--- src/rtl/e2prom_bist.sv ---
// Built-in self test for a byte-addressed I2C EEPROM behind a command-level I2C master.
// Writes a data pattern over an address window (waiting out the write-cycle time before
// each write), reads the window back, and reports mismatch count and first failing address.
module e2prom_bist #(
    parameter logic [15:0] WR_WAIT_TIME = 16'd5000,
    parameter logic [15:0] START_ADDR   = 16'd0,
    parameter logic [15:0] NUM_BYTES    = 16'd256,
    parameter logic [1:0]  MAX_RETRY    = 2'd2
) (
    input  logic        clk,
    input  logic        rst,
    input  logic        start,
    input  logic [1:0]  pattern_sel,
    output logic        i2c_rh_wl,
    output logic        i2c_exec,
    output logic [15:0] i2c_addr,
    output logic [7:0]  i2c_data_w,
    input  logic [7:0]  i2c_data_r,
    input  logic        i2c_done,
    input  logic        i2c_ack,
    output logic        busy,
    output logic        rw_done,
    output logic        rw_result,
    output logic [15:0] err_cnt,
    output logic [15:0] fail_addr
);

    typedef enum logic [2:0] {
        IDLE, WR_WAIT, WR_CMD, WR_RESP, RD_CMD, RD_RESP, FINISH
    } state_t;

    // Address arithmetic is modulo 2^16, so the window may wrap through 16'h0000.
    localparam logic [15:0] LAST_ADDR = START_ADDR + NUM_BYTES - 16'd1;
    localparam logic [7:0]  LFSR_SEED = 8'hA5;
    localparam logic [15:0] NO_FAIL   = 16'hFFFF;

    state_t      state_q, state_d;
    logic [15:0] addr_q, addr_d;
    logic [1:0]  pat_sel_q, pat_sel_d;
    logic [7:0]  lfsr_q, lfsr_d;
    logic [15:0] wait_cnt_q, wait_cnt_d;
    logic [1:0]  retry_q, retry_d;
    logic [15:0] err_cnt_q, err_cnt_d;
    logic [15:0] fail_addr_q, fail_addr_d;
    logic        result_q, result_d;

    logic [7:0]  pat;
    logic [7:0]  lfsr_next;
    logic        is_last;
    logic        mismatch;
    logic [15:0] err_sat_inc;
    logic [15:0] err_new;

    // Expected/write data for the current address.
    always_comb begin
        unique case (pat_sel_q)
            2'd0:    pat = addr_q[7:0];
            2'd1:    pat = ~addr_q[7:0];
            2'd2:    pat = lfsr_q;
            default: pat = addr_q[0] ? 8'hAA : 8'h55;
        endcase
    end

    // x^8+x^6+x^5+x^4+1 Fibonacci LFSR, shifting toward the MSB.
    assign lfsr_next   = {lfsr_q[6:0], lfsr_q[7] ^ lfsr_q[5] ^ lfsr_q[4] ^ lfsr_q[3]};
    assign is_last     = (addr_q == LAST_ADDR);
    assign err_sat_inc = (err_cnt_q == 16'hFFFF) ? err_cnt_q : err_cnt_q + 16'd1;

    // State register and datapath registers.
    always_ff @(posedge clk) begin
        if (rst) begin
            state_q     <= IDLE;
            addr_q      <= 16'd0;
            pat_sel_q   <= 2'd0;
            lfsr_q      <= 8'd0;
            wait_cnt_q  <= 16'd0;
            retry_q     <= 2'd0;
            err_cnt_q   <= 16'd0;
            fail_addr_q <= NO_FAIL;
            result_q    <= 1'b0;
        end else begin
            state_q     <= state_d;
            addr_q      <= addr_d;
            pat_sel_q   <= pat_sel_d;
            lfsr_q      <= lfsr_d;
            wait_cnt_q  <= wait_cnt_d;
            retry_q     <= retry_d;
            err_cnt_q   <= err_cnt_d;
            fail_addr_q <= fail_addr_d;
            result_q    <= result_d;
        end
    end

    // Next-state and datapath update.
    always_comb begin
        state_d     = state_q;
        addr_d      = addr_q;
        pat_sel_d   = pat_sel_q;
        lfsr_d      = lfsr_q;
        wait_cnt_d  = wait_cnt_q;
        retry_d     = retry_q;
        err_cnt_d   = err_cnt_q;
        fail_addr_d = fail_addr_q;
        result_d    = result_q;
        mismatch    = 1'b0;
        err_new     = err_cnt_q;

        unique case (state_q)
            IDLE: begin
                if (start) begin
                    pat_sel_d   = pattern_sel;
                    addr_d      = START_ADDR;
                    lfsr_d      = LFSR_SEED;
                    err_cnt_d   = 16'd0;
                    result_d    = 1'b0;
                    fail_addr_d = NO_FAIL;
                    retry_d     = 2'd0;
                    wait_cnt_d  = 16'd0;
                    state_d     = WR_WAIT;
                end
            end
            WR_WAIT: begin
                if ({1'b0, wait_cnt_q} + 17'd1 >= {1'b0, WR_WAIT_TIME}) begin
                    wait_cnt_d = 16'd0;
                    state_d    = WR_CMD;
                end else begin
                    wait_cnt_d = wait_cnt_q + 16'd1;
                end
            end
            WR_CMD: state_d = WR_RESP;
            WR_RESP: begin
                if (i2c_done) begin
                    if (!i2c_ack) begin
                        retry_d = 2'd0;
                        if (is_last) begin
                            addr_d  = START_ADDR;
                            lfsr_d  = LFSR_SEED;
                            state_d = RD_CMD;
                        end else begin
                            addr_d  = addr_q + 16'd1;
                            lfsr_d  = lfsr_next;
                            state_d = WR_WAIT;
                        end
                    end else if (retry_q < MAX_RETRY) begin
                        // Same address and LFSR value, so the retry rewrites identical data.
                        retry_d = retry_q + 2'd1;
                        state_d = WR_WAIT;
                    end else begin
                        fail_addr_d = addr_q;
                        result_d    = 1'b0;
                        state_d     = FINISH;
                    end
                end
            end
            RD_CMD: state_d = RD_RESP;
            RD_RESP: begin
                if (i2c_done) begin
                    if (!i2c_ack) begin
                        retry_d  = 2'd0;
                        mismatch = (i2c_data_r != pat);
                        err_new  = mismatch ? err_sat_inc : err_cnt_q;
                        err_cnt_d = err_new;
                        if (mismatch && fail_addr_q == NO_FAIL) begin
                            fail_addr_d = addr_q;
                        end
                        if (is_last) begin
                            result_d = (err_new == 16'd0);
                            state_d  = FINISH;
                        end else begin
                            addr_d  = addr_q + 16'd1;
                            lfsr_d  = lfsr_next;
                            state_d = RD_CMD;
                        end
                    end else if (retry_q < MAX_RETRY) begin
                        retry_d = retry_q + 2'd1;
                        state_d = RD_CMD;
                    end else begin
                        fail_addr_d = addr_q;
                        result_d    = 1'b0;
                        state_d     = FINISH;
                    end
                end
            end
            FINISH: state_d = IDLE;
            default: state_d = IDLE;
        endcase
    end

    assign i2c_exec   = (state_q == WR_CMD) || (state_q == RD_CMD);
    assign i2c_rh_wl  = (state_q == RD_CMD) || (state_q == RD_RESP);
    assign i2c_addr   = addr_q;
    assign i2c_data_w = pat;
    assign busy       = (state_q != IDLE) && (state_q != FINISH);
    assign rw_done    = (state_q == FINISH);
    assign rw_result  = result_q;
    assign err_cnt    = err_cnt_q;
    assign fail_addr  = fail_addr_q;

endmodule

--- config.mk ---
export PLATFORM = sky130hd
export DESIGN_NAME = e2prom_bist
export DESIGN_NICKNAME = d
export VERILOG_FILES = /design/src/rtl/e2prom_bist.sv
export SDC_FILE = /design/constraint.sdc
export NUM_CORES = 1
export LEC_CHECK = 0
export CORE_MARGIN = 2
export CORE_UTILIZATION = 49
export CTS_BUF_LIST = sky130_fd_sc_hd__clkbuf_8
export CTS_CLUSTER_SIZE = 20
export DETAILED_ROUTE_END_ITERATION = 8
export PLACE_DENSITY = 0.76
export RECOVER_POWER = 100
export SYNTH_ARGS = -nofsm -noshare
export SYNTH_HDL_FRONTEND = slang
export SYNTH_SLANG_ARGS = --single-unit
--- constraint.sdc ---
create_clock -name clk -period 3.6 [get_ports clk]
set_input_delay 0.72 -clock clk [delete_from_list [all_inputs] [get_ports clk]]
set_output_delay 0.72 -clock clk [all_outputs]
set_load 0.01 [all_outputs]
==> results of run 1 <==
==> metal layers <==
| metal | up-vias | wire length (um) | global-route usage, % | part of all wire (%) |
|---|---|---|---|---|
| li1 | 2312 | - | - | - |
| met4 | 0 | 202 | 7.69 | 1.7 |
| met5 | - | 0 | 0 | 0 |
| met3 | 20 | 783 | 3.59 | 6.5 |
| met2 | 178 | 5680 | 39.0 | 47 |
| met1 | 2224 | 5420 | 32.0 | 45 |
==> critical path, stage by stage (launching register included) <==
cell	delay (ps)
dfxtp_1	570
clkbuf_1	340
xnor2_1	160
nor2_1	70
or3_1	340
a2111oi_2	420
o211ai_1	230
buf_4	230
a211oi_1	220
a31oi_1	70
a2111o_1	410
o31ai_2	180
==> layout make-up <==
| class | count | area [um^2] |
|---|---|---|
| clock buffers | 9 | 124 |
| clock inverters | 7 | 78.8 |
| fillers | 821 | 3580 |
| inverters | 21 | 78.8 |
| multi-input cells | 464 | 2780 |
| flip-flops and latches | 80 | 1600 |
| well taps | 111 | 139 |
| repair buffers | 86 | 815 |
==> sequential cells by signal, summed over array words and instances (netlist names), 2 cells and up <==
register and count:
err_cnt 16, fail_addr 16, i2c_addr 16, wait_cnt_q 16
lfsr_q 8, state_q 3, pat_sel_q 2, retry_q 2
==> stage by stage <==
stage / power (mW) / worst slack, ps / utilization [%] / hold slack, ps
after floorplan: 1.33 / 918 / - / 453
after detailed placement: 1.48 / 156 / 59.1 / 467
after CTS: 2.17 / 440 / 61.3 / 488
after global placement: 1.47 / 298 / 59.1 / 467
final: 2.15 / 295 / 61.0 / 489
after global routing: 2.25 / 126 / 61.0 / 499
==> synth_stat cells (5+ instances only) <==
library cell  instances  share of area (%)
nand2_1              58                4.7
a31oi_1              10                1.4
inv_1                20                1.6
nand3_1              32                3.5
nand2b_1             10                1.4
o22ai_1              18                2.4
nor2_1               66                5.4
a211oi_1             10                1.6
and3_1               13                1.8
nor3_1               15                1.6
nor4_1                6               0.81
xnor2_1              24                4.5
xor2_1               11                2.1
nand4_1              16                2.2
o21ai_0              28                3.0
mux2i_1              15                3.2
dfxtp_1              80                 35
a21oi_1              44                4.8
clkbuf_1             27                2.2
or3_1                13                1.8
o21ai_1               5               0.54
==> power by group through the flow <==
stage	clock network (mW)	logic, mW	registers (mW)
4_1_cts	0.705	0.488	0.974
6_report	0.700	0.474	0.976
3_5_place_dp	0	0.486	0.995
5_1_grt	0.739	0.523	0.984
2_1_floorplan	0	0.379	0.951
3_3_place_gp	0	0.473	0.993
==> worst min path at each step <==
stage / from / end / depth (start not counted)
final: wait_cnt_q[15] / wait_cnt_q[15] / 1
after global placement: wait_cnt_q[14] / wait_cnt_q[14] / 1
after CTS: wait_cnt_q[14] / wait_cnt_q[14] / 1
after floorplan: wait_cnt_q[14] / wait_cnt_q[14] / 1
after global routing: wait_cnt_q[15] / wait_cnt_q[15] / 1
after detailed placement: wait_cnt_q[14] / wait_cnt_q[14] / 1
==> logic make-up after synthesis <==
kind of cell	Yosys count	synth area share [%]
AND/OR/NAND/NOR	251	26.7
multiplexers	16	3.57
adder cells (fa/ha/maj)	3	0.812
XOR/XNOR	35	6.63
AO/OA/AOI/OAI	159	22.4
buffers and inverters	56	5.22
flip-flops	80	34.6
==> reports/results.ini, run 1 <==
[logic_synthesis]
synth_ff_type = dfxtp_1
synthArstFlopShare_pct = 0
ys_warn_count = 0
synth_cell_types = 64
synth_area_um2 = 4620
yosys_register_bits = 80
syn_nets = 618
seq_area_frac_synth_pct = 34.6
synth-edff-count = 0
post_synth_inst_count = 600
postSynthAreaPerCell_um2 = 7.71

[worst_setup_path]
reg2regPathDepth = 11
reg2reg_to = rw_result
path_max_fanout = 10
required_ps = 3880
r2r_start = pat_sel_q[0]
cp.arrival_ps = 3580
critPathCaptureType = flip-flop
rrSetupSlack_ps = 300
crit_type = reg2reg
start_kind = flip-flop
crit_start = pat_sel_q[0]
cp-endpoint = rw_result

[power]
irDropWorstVdd_uv = 339
p_int_mw = 1.43
p_leak_nw = 2.11
combPwrFrac_pct = 22.0
pwr-share-seq_pct = 45.4
power.density_nw_per_um2 = 383
p_clk_share_pct = 32.6
p_switching_mw = 0.718
swShare_pct = 33.4

[floorplanning]
dieArea_um2 = 10200
die_h_um = 101
core_area_um2 = 9200
io_pins = 76
rows = 35
start_util_pct = 50.3
die_w_um = 101

[finish]
stdcell_count = 778
drive_above_1_share_pct = 4.95
nNetsFinal = 680
final_common_cell = dfxtp_1
syn_to_final_growth_pct = 21.4
antennaDiodeCount = 0
most-common-layout-cells = dfxtp_1, nor2_1, nand2_1, dlygate4sd3_1, a21oi_1
final_cell_area_um2 = 5610

[sta]
skew_ps = 13.7
period_share_pct = 91.8
worst_pin_slew_ps = 743
report.final.hold_viol_count = 0
min_period_ps = 3300
fmax_mhz = 303
drv_slew = 0
grt_setup_unrepaired = no
relSlewSlack_pct = 50.5
setup_violations = 0
fin_tns_setup_ps = 0

[cts]
ctsHoldBuffers = 0
cts_resized = 0
path_clk_slew_ps = 100
cts_buffers = 9
post_cts_buffers = 0
cts.sinks = 80
tritoncts = built
htreeDepth = 3
cts-root-buf = clkbuf_8
clk-insertion-delay-late_ps = 360
clk_path_buf_depth = 2

[global_routing]
grt_max_degree = 37
grt_usage_pct = 23.7
antenna_found_initial = 0
grt_pass1_wl_um = 19800
grt-ovfl-total = 0
grt_pass1_vias = 4189

[routing]
firstDrtPassIters = 6
postRouteAntennaNets = 0
drcViolationCount = 0
vias = 4734
wire_per_inst_um = 15.5
routed_via_density = 6.08
drtIter0Drc = 322
wl_um = 12100

[placed_design]
gp_congestion = 0.939
dp_cells = 762
dpl.hpwl_um = 8490
place_area_um2 = 5430
io_buffer_count = 75

[status]
status = complete, no violations

[flow_run]
max-cap-violations = 0

[worst_hold_path]
hold_path.class = reg2reg

Power figures use the tool's default switching activity.
==> inputs of run 2 (changes only) <==
--- a/config.mk
+++ b/config.mk
@@ -5,12 +5,14 @@
 export SDC_FILE = /design/constraint.sdc
 export NUM_CORES = 1
 export LEC_CHECK = 0
+export CELL_PAD_IN_SITES_DETAIL_PLACEMENT = 0
+export CELL_PAD_IN_SITES_GLOBAL_PLACEMENT = 1
 export CORE_MARGIN = 2
-export CORE_UTILIZATION = 49
+export CORE_UTILIZATION = 41
 export CTS_BUF_LIST = sky130_fd_sc_hd__clkbuf_8
 export CTS_CLUSTER_SIZE = 20
 export DETAILED_ROUTE_END_ITERATION = 8
-export PLACE_DENSITY = 0.76
+export PLACE_DENSITY = 0.85
 export RECOVER_POWER = 100
 export SYNTH_ARGS = -nofsm -noshare
 export SYNTH_HDL_FRONTEND = slang
==> constraint.sdc (replaced) <==
create_clock -name clk -period 3.6 [get_ports clk]
set_input_delay 0.72 -clock clk [delete_from_list [all_inputs] [get_ports clk]]
set_output_delay 0.72 -clock clk [all_outputs]
set_load 0.005 [all_outputs]
==> run 2 against run 1 <==
  * Critical path depth shrank 7
  * Global-route usage down 2.6 points
  * Via count decreased by 1.5%
  * Design area increased by 0.71%
  * Cell count increased by 3.7%
  * Power down 1.0%
==> reports/results.ini, run 2 (synthesized netlist as in run 1, its figures left out) <==
[worst_setup_path]
crit_type = reg2out
required_ps = 2880
critPathCaptureType = output port
path_buf_inv = 3
path_max_fanout = 16
slowest_stage = dlygate4sd3_1
cp.arrival_ps = 2440
max_stage_delay_ps = 680
start_kind = flip-flop
critical_path.top_delay_family = buffers and inverters
crit_chain = inv_1 -> nand2_1 -> clkinv_1 -> dlygate4sd3_1

[routing]
wire_per_inst_um = 15.5
drcViolationCount = 0
routed_via_density = 5.78
postRouteAntennaNets = 0
wl_um = 12500
drtIter0Drc = 227
firstDrtPassIters = 5
vias = 4662

[sta]
drv_slew = 0
skew_ps = 12.7
period_share_pct = 87.9
setup_violations = 0
relSlewSlack_pct = 52.5
grt_setup_unrepaired = no
report.final.hold_viol_count = 0
fmax_mhz = 316
min_period_ps = 3160
fin_tns_setup_ps = 0
worst_pin_slew_ps = 712

[cts]
ctsHoldBuffers = 0
htreeDepth = 3
cts.sinks = 80
path_clk_slew_ps = 80
cts-root-buf = clkbuf_8
tritoncts = built
cts_resized = 0
post_cts_buffers = 0
cts_buffers = 9
clk_path_buf_depth = 2
clk-insertion-delay-late_ps = 370

[placed_design]
io_buffer_count = 75
gp_congestion = 0.881
dp_cells = 792
dpl.hpwl_um = 8870

[global_routing]
grt_pass1_wl_um = 20400
grt_max_degree = 34
grt-ovfl-total = 0
grt_pass1_vias = 4153
antenna_found_initial = 0
grt_usage_pct = 21.1

[finish]
finish.utilization_pct = 51.7
final_common_cell = dfxtp_1
syn_to_final_growth_pct = 22.2
drive_above_1_share_pct = 5.25
antennaDiodeCount = 0
nNetsFinal = 681
most-common-layout-cells = dfxtp_1, nor2_1, nand2_1, dlygate4sd3_1, a21oi_1
stdcell_count = 807

[power]
power.density_nw_per_um2 = 376
p_int_mw = 1.43
p_switching_mw = 0.698
p_clk_share_pct = 31.8
swShare_pct = 32.8
combPwrFrac_pct = 22.5
pwr-share-seq_pct = 45.7
irDropWorstVdd_uv = 199
p_leak_nw = 2.12

[status]
status = complete, no violations

[worst_hold_path]
hold_path.class = reg2reg

[floorplanning]
io_pins = 76
core_area_um2 = 10900
die_w_um = 110
start_util_pct = 42.3
die_h_um = 110
dieArea_um2 = 12100
rows = 38

[flow_run]
max-cap-violations = 0

==> run 2: changes by cell type in the layout (fill, tap and decap cells not counted), sizes merged <==
| cell | before | now |
|---|---|---|
| clkinv | 2 | 3 |
| buf | 6 | 8 |
| clkbuf | 14 | 13 |
| clkinvlp | 2 | 1 |
| inv | 23 | 22 |
==> run 2: final timing paths <==
kind               endpoint            from  cells past startpoint  slack (ps)
max               i2c_rh_wl      state_q[1]                      4         440
min          wait_cnt_q[15]  wait_cnt_q[15]                      1         490
max reg2reg       rw_result    pat_sel_q[0]                     11         440
min reg2reg  wait_cnt_q[15]  wait_cnt_q[15]                      1         490
==> run 2: area by class of cell <==
type                            count  area, um^2
Clock buffer                        9         124
Inverter                           21        78.8
Sequential cell                    80        1600
Tap cell                          140         175
Fill cell                        1065        5280
Multi-Input combinational cell    464        2780
Clock inverter                      6        68.8
Timing Repair Buffer               87         827
==> run 2: power by group through the flow <==
stage	Combinational, mW	Sequential (mW)	Clock (mW)
floorplan	0.369	0.950	0
global placement	0.480	0.991	0
detailed placement	0.489	0.992	0
CTS	0.494	0.971	0.687
global route	0.530	0.981	0.720
finish	0.479	0.973	0.677
==> run 2: stage by stage <==
step | worst slack [ps] | cell area (um^2) | hold WS [ps] | power [mW]
floorplan | 946 | 4620 | 453 | 1.32
finish | 436 | 5650 | 487 | 2.13
global route | 158 | 5650 | 494 | 2.23
detailed placement | 218 | 5480 | 474 | 1.48
global placement | 310 | 5480 | 466 | 1.47
CTS | 448 | 5670 | 487 | 2.15
==> run 2: worst reg2reg max path: cells and delay by family, from the launching register on <==
family          cells  cell delay (ps)
compound gates      8             1810
flops               1              650
buf+inv             2              510
xor+xnor            1              100
==> run 2: per-layer routing <==
layer	up-vias	global-route usage (%)	part of all wire [%]
met5	-	0	0
met4	0	7.50	1.8
met3	19	3.82	5.6
met2	133	33.5	46
met1	2204	28.7	47
li1	2306	-	-
==> inputs of run 3 (changes only) <==
--- a/config.mk
+++ b/config.mk
@@ -12,6 +12,7 @@
 export CTS_BUF_LIST = sky130_fd_sc_hd__clkbuf_8
 export CTS_CLUSTER_SIZE = 20
 export DETAILED_ROUTE_END_ITERATION = 8
+export GPL_TIMING_DRIVEN = 1
 export PLACE_DENSITY = 0.85
 export RECOVER_POWER = 100
 export SYNTH_ARGS = -nofsm -noshare
==> results of run 3 <==
Final layout, timing and power as in run 2 (identical DEF).
